**src/rtl/lsu_mem_if.sv**
```systemverilog
// lsu_mem bus bundles: execute-side request/response
// and the data-memory req/ack port.
interface lsu_req_if;
  logic        req_valid;
  logic        req_ready;
  logic [6:0]  opcode_in;
  logic [2:0]  funct3_in;
  logic [31:0] addr_in;
  logic [31:0] store_data_in;
  logic        resp_valid;
  logic [31:0] resp_data;
  logic        resp_err;

  modport master (
    output req_valid, opcode_in, funct3_in,
    output addr_in, store_data_in,
    input  req_ready, resp_valid, resp_data, resp_err
  );

  modport slave (
    input  req_valid, opcode_in, funct3_in,
    input  addr_in, store_data_in,
    output req_ready, resp_valid, resp_data, resp_err
  );
endinterface

interface lsu_bus_if;
  logic        mem_req;
  logic        mem_we;
  logic [31:0] mem_addr;
  logic [31:0] mem_wdata;
  logic [3:0]  mem_wstrb;
  logic [31:0] mem_rdata;
  logic        mem_ack;

  modport master (
    output mem_req, mem_we, mem_addr,
    output mem_wdata, mem_wstrb,
    input  mem_rdata, mem_ack
  );

  modport slave (
    input  mem_req, mem_we, mem_addr,
    input  mem_wdata, mem_wstrb,
    output mem_rdata, mem_ack
  );
endinterface

```
**src/rtl/lsu_mem.sv**
```systemverilog
// Load/store unit: executes one LOAD/STORE per request
// over a req/ack data-memory port with timeout.
module lsu_mem #(
  parameter int unsigned TIMEOUT = 255
) (
  input  logic      clk,
  input  logic      rst,
  lsu_req_if.slave  req,
  lsu_bus_if.master bus
);

  localparam logic [6:0] OP_LOAD  = 7'b0000011;
  localparam logic [6:0] OP_STORE = 7'b0100011;
  localparam logic [15:0] LIMIT = 16'(TIMEOUT - 1);

  typedef enum logic [1:0] {
    IDLE,
    ACCESS,
    RESP
  } state_t;

  state_t      state;
  state_t      state_nxt;
  logic        is_store;
  logic [2:0]  f3;
  logic [31:0] addr;
  logic [31:0] data;
  logic [15:0] cnt;
  logic [31:0] res_data;
  logic        res_err;

  logic        accept;
  logic        in_load;
  logic        in_store;
  logic        in_misal;
  logic        in_illegal;
  logic        in_bad;
  logic        timeout;
  logic [31:0] load_val;
  logic [31:0] st_wdata;
  logic [3:0]  st_wstrb;
  logic [7:0]  rd_byte;
  logic [15:0] rd_half;

  assign accept   = req.req_valid & req.req_ready;
  assign in_load  = req.opcode_in == OP_LOAD;
  assign in_store = req.opcode_in == OP_STORE;
  assign timeout  = cnt == LIMIT;

  // Acceptance-time checks: alignment and funct3 legality.
  always_comb begin
    in_misal = 1'b0;
    in_illegal = 1'b0;
    unique case (req.funct3_in[1:0])
      2'b01:   in_misal = req.addr_in[0];
      2'b10:   in_misal = req.addr_in[1:0] != 2'b00;
      default: in_misal = 1'b0;
    endcase
    if (in_store)
      in_illegal = req.funct3_in >= 3'd3;
    else
      in_illegal = (req.funct3_in == 3'd3) |
                   (req.funct3_in[2:1] == 2'b11);
    in_bad = in_misal | in_illegal;
  end

  // Next-state logic.
  always_comb begin
    state_nxt = state;
    unique case (state)
      IDLE: begin
        if (accept & (in_load | in_store))
          state_nxt = in_bad ? RESP : ACCESS;
      end
      ACCESS: begin
        if (bus.mem_ack | timeout)
          state_nxt = RESP;
      end
      RESP:    state_nxt = IDLE;
      default: state_nxt = IDLE;
    endcase
  end

  // State register.
  always_ff @(posedge clk) begin
    if (rst) state <= IDLE;
    else     state <= state_nxt;
  end

  // Wait counter: zero outside ACCESS, counts ack-less cycles.
  always_ff @(posedge clk) begin
    if (rst)                  cnt <= '0;
    else if (state != ACCESS) cnt <= '0;
    else                      cnt <= cnt + 16'd1;
  end

  // Lane-replicated store data and byte enables.
  always_comb begin
    st_wdata = '0;
    st_wstrb = '0;
    unique case (f3)
      3'd0: begin
        st_wdata = {4{data[7:0]}};
        st_wstrb = 4'b0001 << addr[1:0];
      end
      3'd1: begin
        st_wdata = {2{data[15:0]}};
        st_wstrb = 4'b0011 << addr[1:0];
      end
      3'd2: begin
        st_wdata = data;
        st_wstrb = 4'b1111;
      end
      default: begin
        st_wdata = '0;
        st_wstrb = '0;
      end
    endcase
  end

  // Load lane select and sign/zero extension.
  always_comb begin
    rd_byte  = 8'(bus.mem_rdata >> {addr[1:0], 3'b000});
    rd_half  = addr[1] ? bus.mem_rdata[31:16]
                       : bus.mem_rdata[15:0];
    load_val = '0;
    unique case (f3)
      3'd0:    load_val = {{24{rd_byte[7]}}, rd_byte};
      3'd1:    load_val = {{16{rd_half[15]}}, rd_half};
      3'd2:    load_val = bus.mem_rdata;
      3'd4:    load_val = {24'd0, rd_byte};
      3'd5:    load_val = {16'd0, rd_half};
      default: load_val = '0;
    endcase
  end

  // Request latch and response capture.
  always_ff @(posedge clk) begin
    if (rst) begin
      is_store <= 1'b0;
      f3       <= '0;
      addr     <= '0;
      data     <= '0;
      res_data <= '0;
      res_err  <= 1'b0;
    end else if (state == IDLE) begin
      if (accept & (in_load | in_store)) begin
        is_store <= in_store;
        f3       <= req.funct3_in;
        addr     <= req.addr_in;
        data     <= req.store_data_in;
        res_data <= '0;
        res_err  <= in_bad;
      end
    end else if (state == ACCESS) begin
      if (bus.mem_ack) begin
        res_data <= is_store ? 32'd0 : load_val;
        res_err  <= 1'b0;
      end else if (timeout) begin
        res_data <= '0;
        res_err  <= 1'b1;
      end
    end
  end

  // Outputs, forced to zero while reset is held.
  always_comb begin
    req.req_ready  = (state == IDLE) & ~rst;
    bus.mem_req    = (state == ACCESS) & ~rst;
    bus.mem_we     = bus.mem_req & is_store;
    bus.mem_addr   = '0;
    bus.mem_wdata  = '0;
    bus.mem_wstrb  = '0;
    req.resp_valid = (state == RESP) & ~rst;
    req.resp_data  = '0;
    req.resp_err   = 1'b0;
    if (bus.mem_req) begin
      bus.mem_addr = {addr[31:2], 2'b00};
      if (is_store) begin
        bus.mem_wdata = st_wdata;
        bus.mem_wstrb = st_wstrb;
      end
    end
    if (req.resp_valid) begin
      req.resp_data = res_data;
      req.resp_err  = res_err;
    end
  end

endmodule

```
**src/flat_wrapper.sv**
```systemverilog
// flat-port wrapper written by rule: the top's interface ports become plain ports
module lsu_mem_flat 
#(
  parameter int unsigned TIMEOUT = 255
)
  (clk, rst, req_req_valid, req_opcode_in, req_funct3_in, req_addr_in, req_store_data_in, req_req_ready, req_resp_valid, req_resp_data, req_resp_err, bus_mem_req, bus_mem_we, bus_mem_addr, bus_mem_wdata, bus_mem_wstrb, bus_mem_rdata, bus_mem_ack);
  lsu_req_if req_i ();
  lsu_bus_if bus_i ();
  input  logic clk;
  input  logic rst;
  input wire logic [$bits(req_i.req_valid)-1:0] req_req_valid;
  input wire logic [$bits(req_i.opcode_in)-1:0] req_opcode_in;
  input wire logic [$bits(req_i.funct3_in)-1:0] req_funct3_in;
  input wire logic [$bits(req_i.addr_in)-1:0] req_addr_in;
  input wire logic [$bits(req_i.store_data_in)-1:0] req_store_data_in;
  output wire logic [$bits(req_i.req_ready)-1:0] req_req_ready;
  output wire logic [$bits(req_i.resp_valid)-1:0] req_resp_valid;
  output wire logic [$bits(req_i.resp_data)-1:0] req_resp_data;
  output wire logic [$bits(req_i.resp_err)-1:0] req_resp_err;
  output wire logic [$bits(bus_i.mem_req)-1:0] bus_mem_req;
  output wire logic [$bits(bus_i.mem_we)-1:0] bus_mem_we;
  output wire logic [$bits(bus_i.mem_addr)-1:0] bus_mem_addr;
  output wire logic [$bits(bus_i.mem_wdata)-1:0] bus_mem_wdata;
  output wire logic [$bits(bus_i.mem_wstrb)-1:0] bus_mem_wstrb;
  input wire logic [$bits(bus_i.mem_rdata)-1:0] bus_mem_rdata;
  input wire logic [$bits(bus_i.mem_ack)-1:0] bus_mem_ack;
  assign req_i.req_valid = req_req_valid;
  assign req_i.opcode_in = req_opcode_in;
  assign req_i.funct3_in = req_funct3_in;
  assign req_i.addr_in = req_addr_in;
  assign req_i.store_data_in = req_store_data_in;
  assign req_req_ready = req_i.req_ready;
  assign req_resp_valid = req_i.resp_valid;
  assign req_resp_data = req_i.resp_data;
  assign req_resp_err = req_i.resp_err;
  assign bus_mem_req = bus_i.mem_req;
  assign bus_mem_we = bus_i.mem_we;
  assign bus_mem_addr = bus_i.mem_addr;
  assign bus_mem_wdata = bus_i.mem_wdata;
  assign bus_mem_wstrb = bus_i.mem_wstrb;
  assign bus_i.mem_rdata = bus_mem_rdata;
  assign bus_i.mem_ack = bus_mem_ack;
  lsu_mem #(.TIMEOUT(TIMEOUT)) u_core (.clk(clk), .rst(rst), .req(req_i), .bus(bus_i));
endmodule
```
**config.mk**
```make
export PLATFORM = sky130hd
export DESIGN_NAME = lsu_mem_flat
export DESIGN_NICKNAME = d
export VERILOG_FILES = /design/src/rtl/lsu_mem_if.sv /design/src/rtl/lsu_mem.sv /design/src/flat_wrapper.sv
export SDC_FILE = /design/constraint.sdc
export NUM_CORES = 1
export LEC_CHECK = 0
export BUFFER_PORTS_ARGS = -buffer_cell sky130_fd_sc_hd__buf_2
export CORE_ASPECT_RATIO = 0.5
export CORE_UTILIZATION = 51
export DETAILED_ROUTE_END_ITERATION = 12
export PLACE_DENSITY = 0.81
export SLEW_MARGIN = 20
export SYNTH_ARGS = -nofsm -noshare
export SYNTH_HDL_FRONTEND = slang
export SYNTH_SLANG_ARGS = --single-unit
```
**constraint.sdc**
```tcl
create_clock -name clk -period 2.5 [get_ports clk]
set_clock_uncertainty 0.2 [all_clocks]
set_input_delay 0.125 -clock clk [delete_from_list [all_inputs] [get_ports clk]]
set_output_delay 0.125 -clock clk [all_outputs]
set_load 0.01 [all_outputs]
```
Yosys cells after proc, flatten, opt, wreduce, memory -nomap -nowiden. Index checks and enable logic that the tools add are counted.

Output and inout bits: 105. Register bits after elaboration: 119. Input port bits: 110.

Order comparisons: 1. Shift operators: 3. Equal/unequal tests: 16. Reduce and logical (&&, ||, !) cells: 9. Multiplexer cells: 28. Add/subtract/negate cells: 1. Bitwise gates (word level): 11.

Operator list (count): $mux W32 (10); $pmux W32 S5 (1); $pmux W32 S3 (1); $shr A32 B5 Y8 (1); $add A16 B1 Y16 const B (1); $eq A16 B8 Y1 const B (1); $mux W16 (1); $pmux W4 S3 (1); $mux W4 (2); $eq A7 B2 Y1 const B (1); $eq A7 B6 Y1 const B (1); $mux W1 (7); $and A1 B1 Y1 (6); $eq A2 B2 Y1 const B (3); $eq A3 B2 Y1 const B (2); $eq A3 B3 Y1 const B (2); $mux W2 (3); $ne A2 B1 Y1 const B (3); $eq A2 B1 Y1 const B (2); $or A1 B1 Y1 (4); $pmux W2 S2 (1); $reduce_and A2 Y1 (2); $reduce_bool A2 Y1 (2); $shl A1 B2 Y4 const A (1); 10 further kinds (10).

Logic depth before layout (Yosys ltp). Gate-level depths: netlist (run 1).

Depth after elaboration: 7. Gate-level depth with buffers: 9. Mapped depth without buffers: 7.

Worst setup path after synthesis (run 1). OpenSTA, ideal clock, no wires.

Path type: input to register. Start point: in req_opcode_in[2]. End point: reg u_core.addr[21]. Setup time: 0.132 ns. Path slack: 0.468 ns. Stages: 8. Required time: 2.168 ns. Arrival: 1.699 ns. Cells stage by stage: nand4bb_1 -> or4_4 -> or3_1 -> clkbuf_1 -> buf_2 -> buf_2 -> nand2_1 -> a21oi_1.

Cells in the longest elaborated chain, start to end: 4.

Ends and longest elaborated chain: start, declared (RTL line flat_wrapper.sv:12) `input wire logic [$bits(req_i.opcode_in)-1:0] req_opcode_in;`; $eq A7 B2 Y1 or $eq A7 B6 Y1 (tied branches) (RTL line lsu_mem.sv:46, lsu_mem.sv:47); $or A1 B1 Y1 * (RTL line lsu_mem.sv:147) `if (accept & (in_load | in_store)) begin`; $and A1 B1 Y1 * (RTL line lsu_mem.sv:147); $reduce_and A2 Y1 (no source line) *; end signal, assigned (RTL line lsu_mem.sv:150) `addr <= req.addr_in;`; end, declared (RTL line lsu_mem.sv:26) `logic [31:0] addr;`.

Every way passes the cells marked *; elsewhere a longest branch is shown, timed or not. A chain may end at the register's enable or synchronous reset.

Worst setup path after layout (run 1).
Start point: in req_opcode_in[6]. End point: reg u_core.state[0].

Cells in the longest elaborated chain, start to end: 6.

Ends and longest elaborated chain: $eq A7 B6 Y1 (RTL line lsu_mem.sv:47) `assign in_store = req.opcode_in == OP_STORE;`; $mux W1 (RTL line lsu_mem.sv:59) `if (in_store)`; $or A1 B1 Y1 (RTL line lsu_mem.sv:64) `in_bad = in_misal | in_illegal;`; $mux W2 (RTL line lsu_mem.sv:73) `state_nxt = in_bad ? RESP : ACCESS;`; $mux W2 (RTL line lsu_mem.sv:72) `if (accept & (in_load | in_store))`; $pmux W2 S2 (RTL line lsu_mem.sv:70) `unique case (state)`; end signal, assigned (RTL line lsu_mem.sv:87) `else state <= state_nxt;`; end, declared (RTL line lsu_mem.sv:22) `state_t state;`.

Several ways; a longest one is shown, not always the timed one. The select of a mux whose other input is x is not followed.

==> results of run 1 <==
[power by group through the flow]
stage          registers (mW)  clock network [mW]  logic (mW)
2_1_floorplan            1.94                   0      0.0904
3_3_place_gp             1.94                   0       0.211
3_5_place_dp             1.94                   0       0.212
4_1_cts                  1.90                2.51       0.328
5_1_grt                  1.90                2.61       0.361
6_report                 1.90                2.50       0.342
[cells by family after synthesis]
family                   after synthesis
adder cells (fa/ha/maj)                5
AO/OA/AOI/OAI                        197
flip-flops                           119
other                                  1
AND/OR/NAND/NOR                      373
multiplexers                          11
XOR/XNOR                              14
buffers and inverters                 75
[critical path, cell delays in order]
cell           delay [ns]
dlygate4sd3_1        0.56
buf_2                0.15
or4_4                0.55
dlygate4sd3_1        0.59
nor2_1               0.18
nand2b_1             0.11
a211oi_1             0.28
[synth_stat cells (all sizes together), types with 8 or more instances]
cell      n
clkbuf   46
a22oi     8
xnor2     8
inv       8
nor2     63
nand3     9
o21a      9
nor2b    17
nand2   148
dfxtp   119
nand3b   33
and2     73
o31ai    26
nor3      8
buf      21
a21oi   114
[layout make-up]
class	count	share of cell area (%)
clock buffer	17	4.78
inverter	8	0.337
antenna	2	0.0562
clock inverter	15	2.00
multi-input combinational	602	39.1
timing repair buffer	327	24.7
tap	159	2.23
sequential	119	26.8
[how the worst max path moves through the flow]
stage          depth (start not counted)                   to  slack [ns]        startpoint
2_1_floorplan                          8      u_core.addr[21]        0.47  req_opcode_in[2]
3_3_place_gp                           6  u_core.res_data[13]        0.29  req_opcode_in[2]
3_5_place_dp                           6  u_core.res_data[10]        0.20  req_opcode_in[2]
4_1_cts                                6     bus_mem_addr[28]        0.07   u_core.state[0]
5_1_grt                                6    bus_mem_wdata[29]        0.02   u_core.state[0]
6_report                               7      u_core.state[0]        0.07  req_opcode_in[6]
[repair_timing]
action / CTS / global route
hold buffers: 95 / 0
gates resized for setup: 2 / 4
pin swaps: 0 / 0
endpoints found under the hold margin: 95 / 0
endpoints found under the setup margin: 18 / 52
[flip-flops by register name, indices dropped and copies added (netlist names)]
register	cells
u_core.res_data	32
u_core.res_err	1
u_core.cnt	16
u_core.data	32
u_core.state	2
u_core.is_store	1
u_core.addr	32
u_core.f3	3
[per-layer routing]
metal | global-route usage [%] | share of wire (%)
met1 | 39.8 | 40
met2 | 57.3 | 48
met3 | 7.71 | 8.9
met4 | 17.7 | 3.2
met5 | 0 | 0
[stage by stage]
stage          cell area [um2]  instances  total power [mW]  setup WS (ns)
2_1_floorplan             6150        796              2.03          0.468
3_3_place_gp              7320       1120              2.15          0.294
3_5_place_dp              7330       1120              2.16          0.197
4_1_cts                   8890       1247              4.74         0.0685
5_1_grt                   8900       1248              4.87         0.0227
6_report                  8900       1249              4.75         0.0720
==> results.ini, run 1 <==
[global_route]
grt_pass1_vias = 6573
antenna_found_initial = 1
grt_max_degree = 70
grt_pass1_wl_um = 32700
overflow = 0
grt_usage_pct = 33.6

[clock_tree]
clock_sinks = 119
cts-buffers-inserted = 17
cts_tree = done
insertion_delay_ns = 0.42
cts_setup_buffers = 0
clk_path_buf_depth = 2
root_buffer = clkbuf_16
path_clk_slew_ns = 0.06
htreeDepth = 4

[floorplan]
core_mm2 = 0.0114
die_h_um = 79.6
core.rowCount = 27
die_w_um = 157
start_util_pct = 54.1
die-area_mm2 = 0.0125
io_pins = 215

[worst_setup_path]
cp_data_required_time_ns = 2.61
critPathMaxFanout = 4
crit_path_start_kind = primary input
reg2reg_slack_ns = 0.25
r2r_end = u_core.res_data[10]
reg2reg_from = u_core.cnt[0]
worst_setup_path_end_kind = flop
ff2ff_path_depth = 7
critPathKind = primary input to flop
cp.arrival_ns = 2.54

[timing]
relSlewSlack_pct = 34.0
setup_viol = 0
hold_ws_ns = 0.0200
fin_setup_tns_ns = 0
period_share_pct = 97.1
hold_viol = 0
slew_violations = 0
fmax_mhz = 412
finalCriticalPeriod_ns = 2.43
rsz0062_at_grt = false
tightest_slew_ns = 0.987

[detailed_routing]
num_vias = 7077
drt_wl_total_um = 21000
ant_nets = 0
first_iter_violations = 673
avgViaCountPerCell = 5.67
routedWlPerCell_um = 16.8
dr.pass1.iters = 5
drc = 0

[pwr]
pwr-share-comb_pct = 7.2
p_leak_nw = 3.71
p_clk_share_pct = 52.7
switching_share_pct = 22.8
irDropWorstVdd_v = 0.000490
power-per-cell-area_mw_per_mm2 = 533
p_sw_mw = 1.08
internal_power_mw = 3.66
p_seq_share_pct = 40.0

[hold_path]
holdPathEnd = u_core.res_data[7]
min_from = bus_mem_rdata[7]
min_path_cells = 5
hold_class = primary input to flop

[yosys]
synthXorXnorAreaFrac_pct = 2.00
synth_adder_area_share_pct = 1.02
synth_top_area_share_pct = 38.8
ys_ff_latch = 119
async_flop_share_pct = 0
synth_seq_area_share_pct = 38.8
syn-cell-area_mm2 = 0.00614
yosysTopAreaCell = dfxtp_1
synthTopCellsByArea = dfxtp_1 (39%), a21oi_1 (9.3%), nand2_1 (9.0%)
yosys.cell_types.count = 49
syn_avg_cell_area_um2 = 7.73
synthMuxAreaShare_pct = 1.94
synth-simple-area-share_pct = 30.1
syn_inst = 795
yosys_warnings = 0
synth_top_family_by_area = simple AND/OR/NAND/NOR gates
synth_edf_count = 0
ys.flop_type = dfxtp_1
synth_compound_area_share_pct = 20.8

[flow_run]
cap_violations = 0

[placed_design]
port_buffers = 212
dp_hpwl_um = 12200
place_congestion = 0.889

[finish]
multi_input_area_mm2 = 0.00348
most-common-layout-cells = buf_2 (212), nand2_1 (148), dfxtp_1 (117), a21oi_1 (113), dlygate4sd3_1 (95)
drive_gt1_share_pct = 26.7
mostFrequentLayoutCell = buf_2
areaGrowthSynthToFinish_pct = 44.9
nets = 1190
post-route-util_pct = 78.4
fill_cells = 754
ff_latch_area_mm2 = 0.00239

[outcome]
run_status = complete, no violations

No activity file was read; power rests on OpenSTA's default activity.
==> run 2: changes to the inputs <==
==> constraint.sdc (replaced) <==
create_clock -name clk -period 2.5 [get_ports clk]
set_clock_uncertainty 0.2 [all_clocks]
set_input_delay 0.25 -clock clk [delete_from_list [all_inputs] [get_ports clk]]
set_output_delay 0.25 -clock clk [all_outputs]
set_load 0.01 [all_outputs]
==> results.ini, run 2 (synthesized netlist as in run 1, its figures left out) <==
[finish]
fill_cells = 780  ; was 754
mostFrequentLayoutCell = buf_2  ; unchanged
diodes = 0  ; was 2
drive_gt1_share_pct = 27.6  ; was 26.7%
areaGrowthSynthToFinish_pct = 41.7  ; was 44.9%
top_regs = u_core.addr: 32 flops, u_core.data: 32 flops, u_core.res_data: 32 flops  ; unchanged
nets = 1173  ; was 1,190
final_area_mm2 = 0.00870  ; was 0.00890 mm2
most-common-layout-cells = buf_2 (212), nand2_1 (147), dfxtp_1 (117), a21oi_1 (114)  ; was buf_2 (212), nand2_1 (148), dfxtp_1 (117), a21oi_1 (113), dlygate4sd3_1 (95)

[placed_design]
placed_cell_area_mm2 = 0.00735  ; was 0.00733 mm2
port_buffers = 212  ; unchanged
dp_hpwl_um = 12100  ; was 12,200 um
place_congestion = 0.899  ; was 0.889

[global_route]
overflow = 0  ; unchanged
antenna_found_initial = 0  ; was 1
grt_max_degree = 69  ; was 70
grt_util_met2_pct = 54.0  ; was 57.3%
grt_pass1_wl_um = 31600  ; was 32,700 um
grt_usage_pct = 32.2  ; was 33.6%
busiest_layer = met2  ; unchanged
met1_usage_pct = 39.1  ; was 39.8%
grtUsageMet3_pct = 6.68  ; was 7.71%
grt_pass1_vias = 6552  ; was 6,573

[worst_setup_path]
cp.arrival_ns = 1.95  ; was 2.54 ns
worst_setup_path_end_kind = output pin  ; was flop
critPathMaxFanout = 20  ; was 4
crit_path_start_kind = flop  ; was primary input
cp_data_required_time_ns = 2.05  ; was 2.61 ns
critPathKind = flop to output pin  ; was primary input to flop

[clock_tree]
htreeDepth = 4  ; unchanged
clock_sinks = 119  ; unchanged
cts-buffers-inserted = 17  ; unchanged
path_clk_slew_ns = 0.06  ; about the same
clk_path_buf_depth = 2  ; unchanged
insertion_delay_ns = 0.41  ; was 0.42 ns
cts_tree = done  ; unchanged
root_buffer = clkbuf_16  ; unchanged

[timing]
finalCriticalPeriod_ns = 2.40  ; was 2.43 ns
slew_violations = 0  ; unchanged
rsz0062_at_grt = false  ; unchanged
hold_viol = 0  ; unchanged
tightest_slew_ns = 0.988  ; was 0.987 ns
hold_ws_ns = 0.0167  ; was 0.0200 ns
fin_setup_tns_ns = 0  ; unchanged
setup_viol = 0  ; unchanged
relSlewSlack_pct = 33.9  ; was 34.0%
period_share_pct = 96.2  ; was 97.1%
fmax_mhz = 416  ; was 412 MHz

[pwr]
p_seq_share_pct = 40.9  ; was 40.0%
power-per-cell-area_mw_per_mm2 = 534  ; was 533 mW/mm2
p_leak_nw = 3.65  ; was 3.71 nW
irDropWorstVdd_v = 0.000532  ; was 0.000490 V
pwr-share-comb_pct = 6.8  ; was 7.2%
p_sw_mw = 1.07  ; was 1.08 mW
internal_power_mw = 3.57  ; was 3.66 mW
p_clk_share_pct = 52.3  ; was 52.7%
switching_share_pct = 23.1  ; was 22.8%

[hold_path]
hold_class = primary input to flop  ; unchanged

[detailed_routing]
routedWlPerCell_um = 16.2  ; was 16.8 um
avgViaCountPerCell = 5.61  ; was 5.67
drt_wl_total_um = 19900  ; was 21,000 um
num_vias = 6897  ; was 7,077
first_iter_violations = 718  ; was 673
dr.pass1.iters = 6  ; was 5
drc = 0  ; unchanged
ant_nets = 0  ; unchanged

[floorplan]
core.rowCount = 27  ; unchanged
io_pins = 215  ; unchanged
die_w_um = 157  ; unchanged
start_util_pct = 54.1  ; unchanged
die_h_um = 79.6  ; unchanged
core_mm2 = 0.0114  ; unchanged
die-area_mm2 = 0.0125  ; unchanged

[flow_run]
cap_violations = 0  ; unchanged

[outcome]
run_status = complete, no violations  ; unchanged

## run 2: cell count changes in the layout (fill, tap and decap cells not counted), moves of 2 or more
cell	delta
buf_4	+2
diode_2	-2
dlygate4sd3_1	-22
nor2b_1	+2
buf_6	+3
## run 2: cell type report
class	instances	area (um2)	share of cell area, %
clock inverters	14	149	1.71
well taps	159	199	2.29
repair buffers	310	2030	23.3
multi-input cells	602	3470	39.9
clock buffers	18	439	5.05
flip-flops and latches	119	2390	27.4
inverters	8	30.0	0.345
## run 2: power groups by stage
stage	combinational [mW]	sequential, mW	clock [mW]
after floorplan	0.0904	1.94	0
after global placement	0.210	1.94	0
after detailed placement	0.212	1.94	0
after CTS	0.302	1.90	2.45
after global routing	0.336	1.90	2.54
final	0.317	1.90	2.43
## run 2: through the flow
step	power (mW)	util, %	instances	setup slack, ns
floorplan	2.03	-	796	0.343
global placement	2.15	64.7	1124	0.161
detailed placement	2.15	64.7	1124	0.0840
CTS	4.66	76.4	1229	0.0126
global route	4.77	76.7	1230	0.00575
finish	4.65	76.7	1230	0.0957
## run 2: what timing repair did
item                                    4_1_cts  5_1_grt
hold buffers                                 73        0
gates resized for setup                       2        5
hold endpoints to repair                     74        0
buffers inserted                              0        1
endpoints found under the setup margin       21       12
## run 2: final timing paths
check                                       start                  end  slack (ns)  cells past startpoint
worst max register to register       u_core.f3[0]   u_core.res_data[1]        0.16                      5
worst min register to register     u_core.addr[3]       u_core.addr[3]        0.25                      2
worst max-delay path              u_core.state[0]     bus_mem_addr[24]         0.1                      6
worst min-delay path            bus_mem_rdata[19]  u_core.res_data[19]        0.02                      3
## run 2: layer usage
layer / vias up / wire length (um)
met5: - / 0
met4: 0 / 662
met3: 74 / 1570
met2: 387 / 9510
met1: 3180 / 8170
li1: 3256 / -
## run 2: worst max-delay path, cell delays in order, from the launching register on
cell and delay [ns]:
dfxtp_2 0.42, inv_1 0.14, or3_1 0.42, inv_1 0.11, buf_6 0.17, and2_1 0.16, buf_2 0.13
==> run 3: changes to the inputs <==
--- a/config.mk
+++ b/config.mk
@@ -6,11 +6,13 @@
 export NUM_CORES = 1
 export LEC_CHECK = 0
 export BUFFER_PORTS_ARGS = -buffer_cell sky130_fd_sc_hd__buf_2
-export CORE_ASPECT_RATIO = 0.5
+export CORE_ASPECT_RATIO = 2
 export CORE_UTILIZATION = 51
 export DETAILED_ROUTE_END_ITERATION = 12
+export MAX_ROUTING_LAYER = met4
 export PLACE_DENSITY = 0.81
 export SLEW_MARGIN = 20
 export SYNTH_ARGS = -nofsm -noshare
 export SYNTH_HDL_FRONTEND = slang
 export SYNTH_SLANG_ARGS = --single-unit
+export TNS_END_PERCENT = 20
==> results.ini, run 3 (synthesized netlist as in run 1, its figures left out) <==
[outcome]
run_status = complete, no violations  ; unchanged

[timing]
worst_slack_ns = 0.0981  ; was 0.0957 ns
fmax_mhz = 416  ; about the same
rsz0062_at_grt = false  ; unchanged
setup_viol = 0  ; unchanged
fin_setup_tns_ns = 0  ; unchanged
slew_violations = 0  ; unchanged
relSlewSlack_pct = 53.4  ; was 33.9%
hold_viol = 0  ; unchanged
hold_ws_ns = 0.0177  ; was 0.0167 ns
tightest_slew_ns = 0.699  ; was 0.988 ns
period_share_pct = 96.1  ; was 96.2%
finalCriticalPeriod_ns = 2.40  ; about the same

[worst_setup_path]
crit_path_start_kind = flop  ; unchanged
cp_slowest_cell = or3_1  ; was dfxtp_2
crit_chain = inv_1, or3_1, clkinvlp_4, buf_12, and2_1, buf_2  ; was inv_1, or3_1, inv_1, buf_6, and2_1, buf_2
cp_data_required_time_ns = 2.05  ; about the same
critPathMaxFanout = 21  ; was 20
max_stage_delay_ns = 0.42  ; about the same
worst_setup_path_end_kind = output pin  ; unchanged
critPathKind = flop to output pin  ; unchanged
cp.arrival_ns = 1.95  ; about the same

[clock_tree]
clk_path_buf_depth = 2  ; unchanged
insertion_delay_ns = 0.41  ; about the same
htreeDepth = 4  ; unchanged
cts_tree = done  ; unchanged
root_buffer = clkbuf_16  ; unchanged
path_clk_slew_ns = 0.06  ; about the same
cts-buffers-inserted = 17  ; unchanged
cts_setup_buffers = 0  ; unchanged
clock_sinks = 119  ; unchanged

[finish]
drive_gt1_share_pct = 28.0  ; was 27.6%
top_regs = u_core.addr: 32 flops, u_core.data: 32 flops, u_core.res_data: 32 flops  ; unchanged
most-common-layout-cells = buf_2 (211), nand2_1 (147), dfxtp_1 (116), a21oi_1 (114), dlygate4sd3_1 (74)  ; was buf_2 (212), nand2_1 (147), dfxtp_1 (117), a21oi_1 (114)
areaGrowthSynthToFinish_pct = 41.9  ; was 41.7%
mostFrequentLayoutCell = buf_2  ; unchanged
nets = 1175  ; was 1,173
fill_cells = 869  ; was 780

[floorplan]
core.rowCount = 56  ; was 27
core_mm2 = 0.0117  ; was 0.0114 mm2
die-area_mm2 = 0.0125  ; unchanged
die_w_um = 79.6  ; was 157 um
io_pins = 215  ; unchanged
die_h_um = 157  ; was 79.6 um
start_util_pct = 52.5  ; was 54.1%

[placed_design]
dp_hpwl_um = 13100  ; was 12,100 um
place_congestion = 0.925  ; was 0.899
port_buffers = 212  ; unchanged
post-place-ws_ns = 0.0698  ; was 0.0840 ns

[pwr]
power-per-cell-area_mw_per_mm2 = 525  ; was 534 mW/mm2
p_leak_nw = 3.65  ; about the same
irDropWorstVdd_v = 0.000557  ; was 0.000532 V

[detailed_routing]
drc = 0  ; unchanged
first_iter_violations = 495  ; was 718
ant_nets = 0  ; unchanged
num_vias = 6911  ; was 6,897
routedWlPerCell_um = 17.1  ; was 16.2 um
dr.pass1.iters = 8  ; was 6
drt_wl_total_um = 20800  ; was 19,900 um
avgViaCountPerCell = 5.66  ; was 5.61

[global_route]
antenna_found_initial = 1  ; was 0
overflow = 0  ; unchanged
grt_pass1_wl_um = 32600  ; was 31,600 um
grt_usage_pct = 34.6  ; was 32.2%
grt_pass1_vias = 6863  ; was 6,552
grt_max_degree = 66  ; was 69

[flow_run]
cap_violations = 0  ; unchanged

[hold_path]
hold_class = primary input to flop  ; unchanged

-- run 3: changes by cell type in the layout (fill, tap and decap cells not counted), moves of 2 or more --
cell / before / now
buf_4: 19 / 22
buf_6: 3 / 1
clkbuf_8: 1 / 4
dfxtp_2: 1 / 3
diode_2: 0 / 2
inv_6: 3 / 0
-- run 3: worst paths after layout --
kind                      from                   to  slack [ns]  cells past startpoint
max reg2reg     u_core.addr[1]  u_core.res_data[12]        0.24                      4
max            u_core.state[0]     bus_mem_addr[15]         0.1                      6
min reg2reg     u_core.res_err       u_core.res_err        0.24                      2
min          bus_mem_rdata[26]  u_core.res_data[26]        0.02                      3
-- run 3: layer usage --
layer | global-route usage [%] | wire length (um)
met1 | 35.0 | 7570
met2 | 59.8 | 10800
met3 | 6.20 | 1210
met4 | 22.4 | 1270
met5 | - | 0
-- run 3: stage by stage --
stage / power [mW] / util (%) / instances / area (um2)
after floorplan: 2.03 / - / 796 / 6150
after CTS: 4.60 / 74.2 / 1218 / 8690
final: 4.58 / 74.5 / 1220 / 8720
after detailed placement: 2.16 / 62.9 / 1112 / 7360
after global placement: 2.15 / 62.9 / 1112 / 7360
after global routing: 4.69 / 74.5 / 1219 / 8720
-- run 3: critical path: cells and delay by family, from the launching register on --
family        cells  cell delay (ns)
simple gates      2             0.57
flops             1             0.33
buf+inv           4             0.63
-- run 3: cell type report --
class | count | area, um2 | area share [%]
Antenna cell | 2 | 5.00 | 0.0574
Clock buffer | 21 | 480 | 5.51
Clock inverter | 11 | 98.8 | 1.13
Inverter | 8 | 33.8 | 0.387
Multi-Input combinational cell | 602 | 3480 | 39.9
Sequential cell | 119 | 2390 | 27.4
Tap cell | 145 | 181 | 2.08
Timing Repair Buffer | 312 | 2050 | 23.6
-- run 3: report_power, final --
group / switching [mW] / internal [mW]
clock: 0.893 / 1.47
sequential: 0.00214 / 1.90
combinational: 0.139 / 0.179
total: 1.03 / 3.55
-- run 3: timing repair --
item | CTS | global route
cloned | 0 | 0
hold endpoints to repair | 74 | 0
setup endpoints to repair | 10 | 49
resized for setup | 2 | 6
hold buffers | 74 | 0
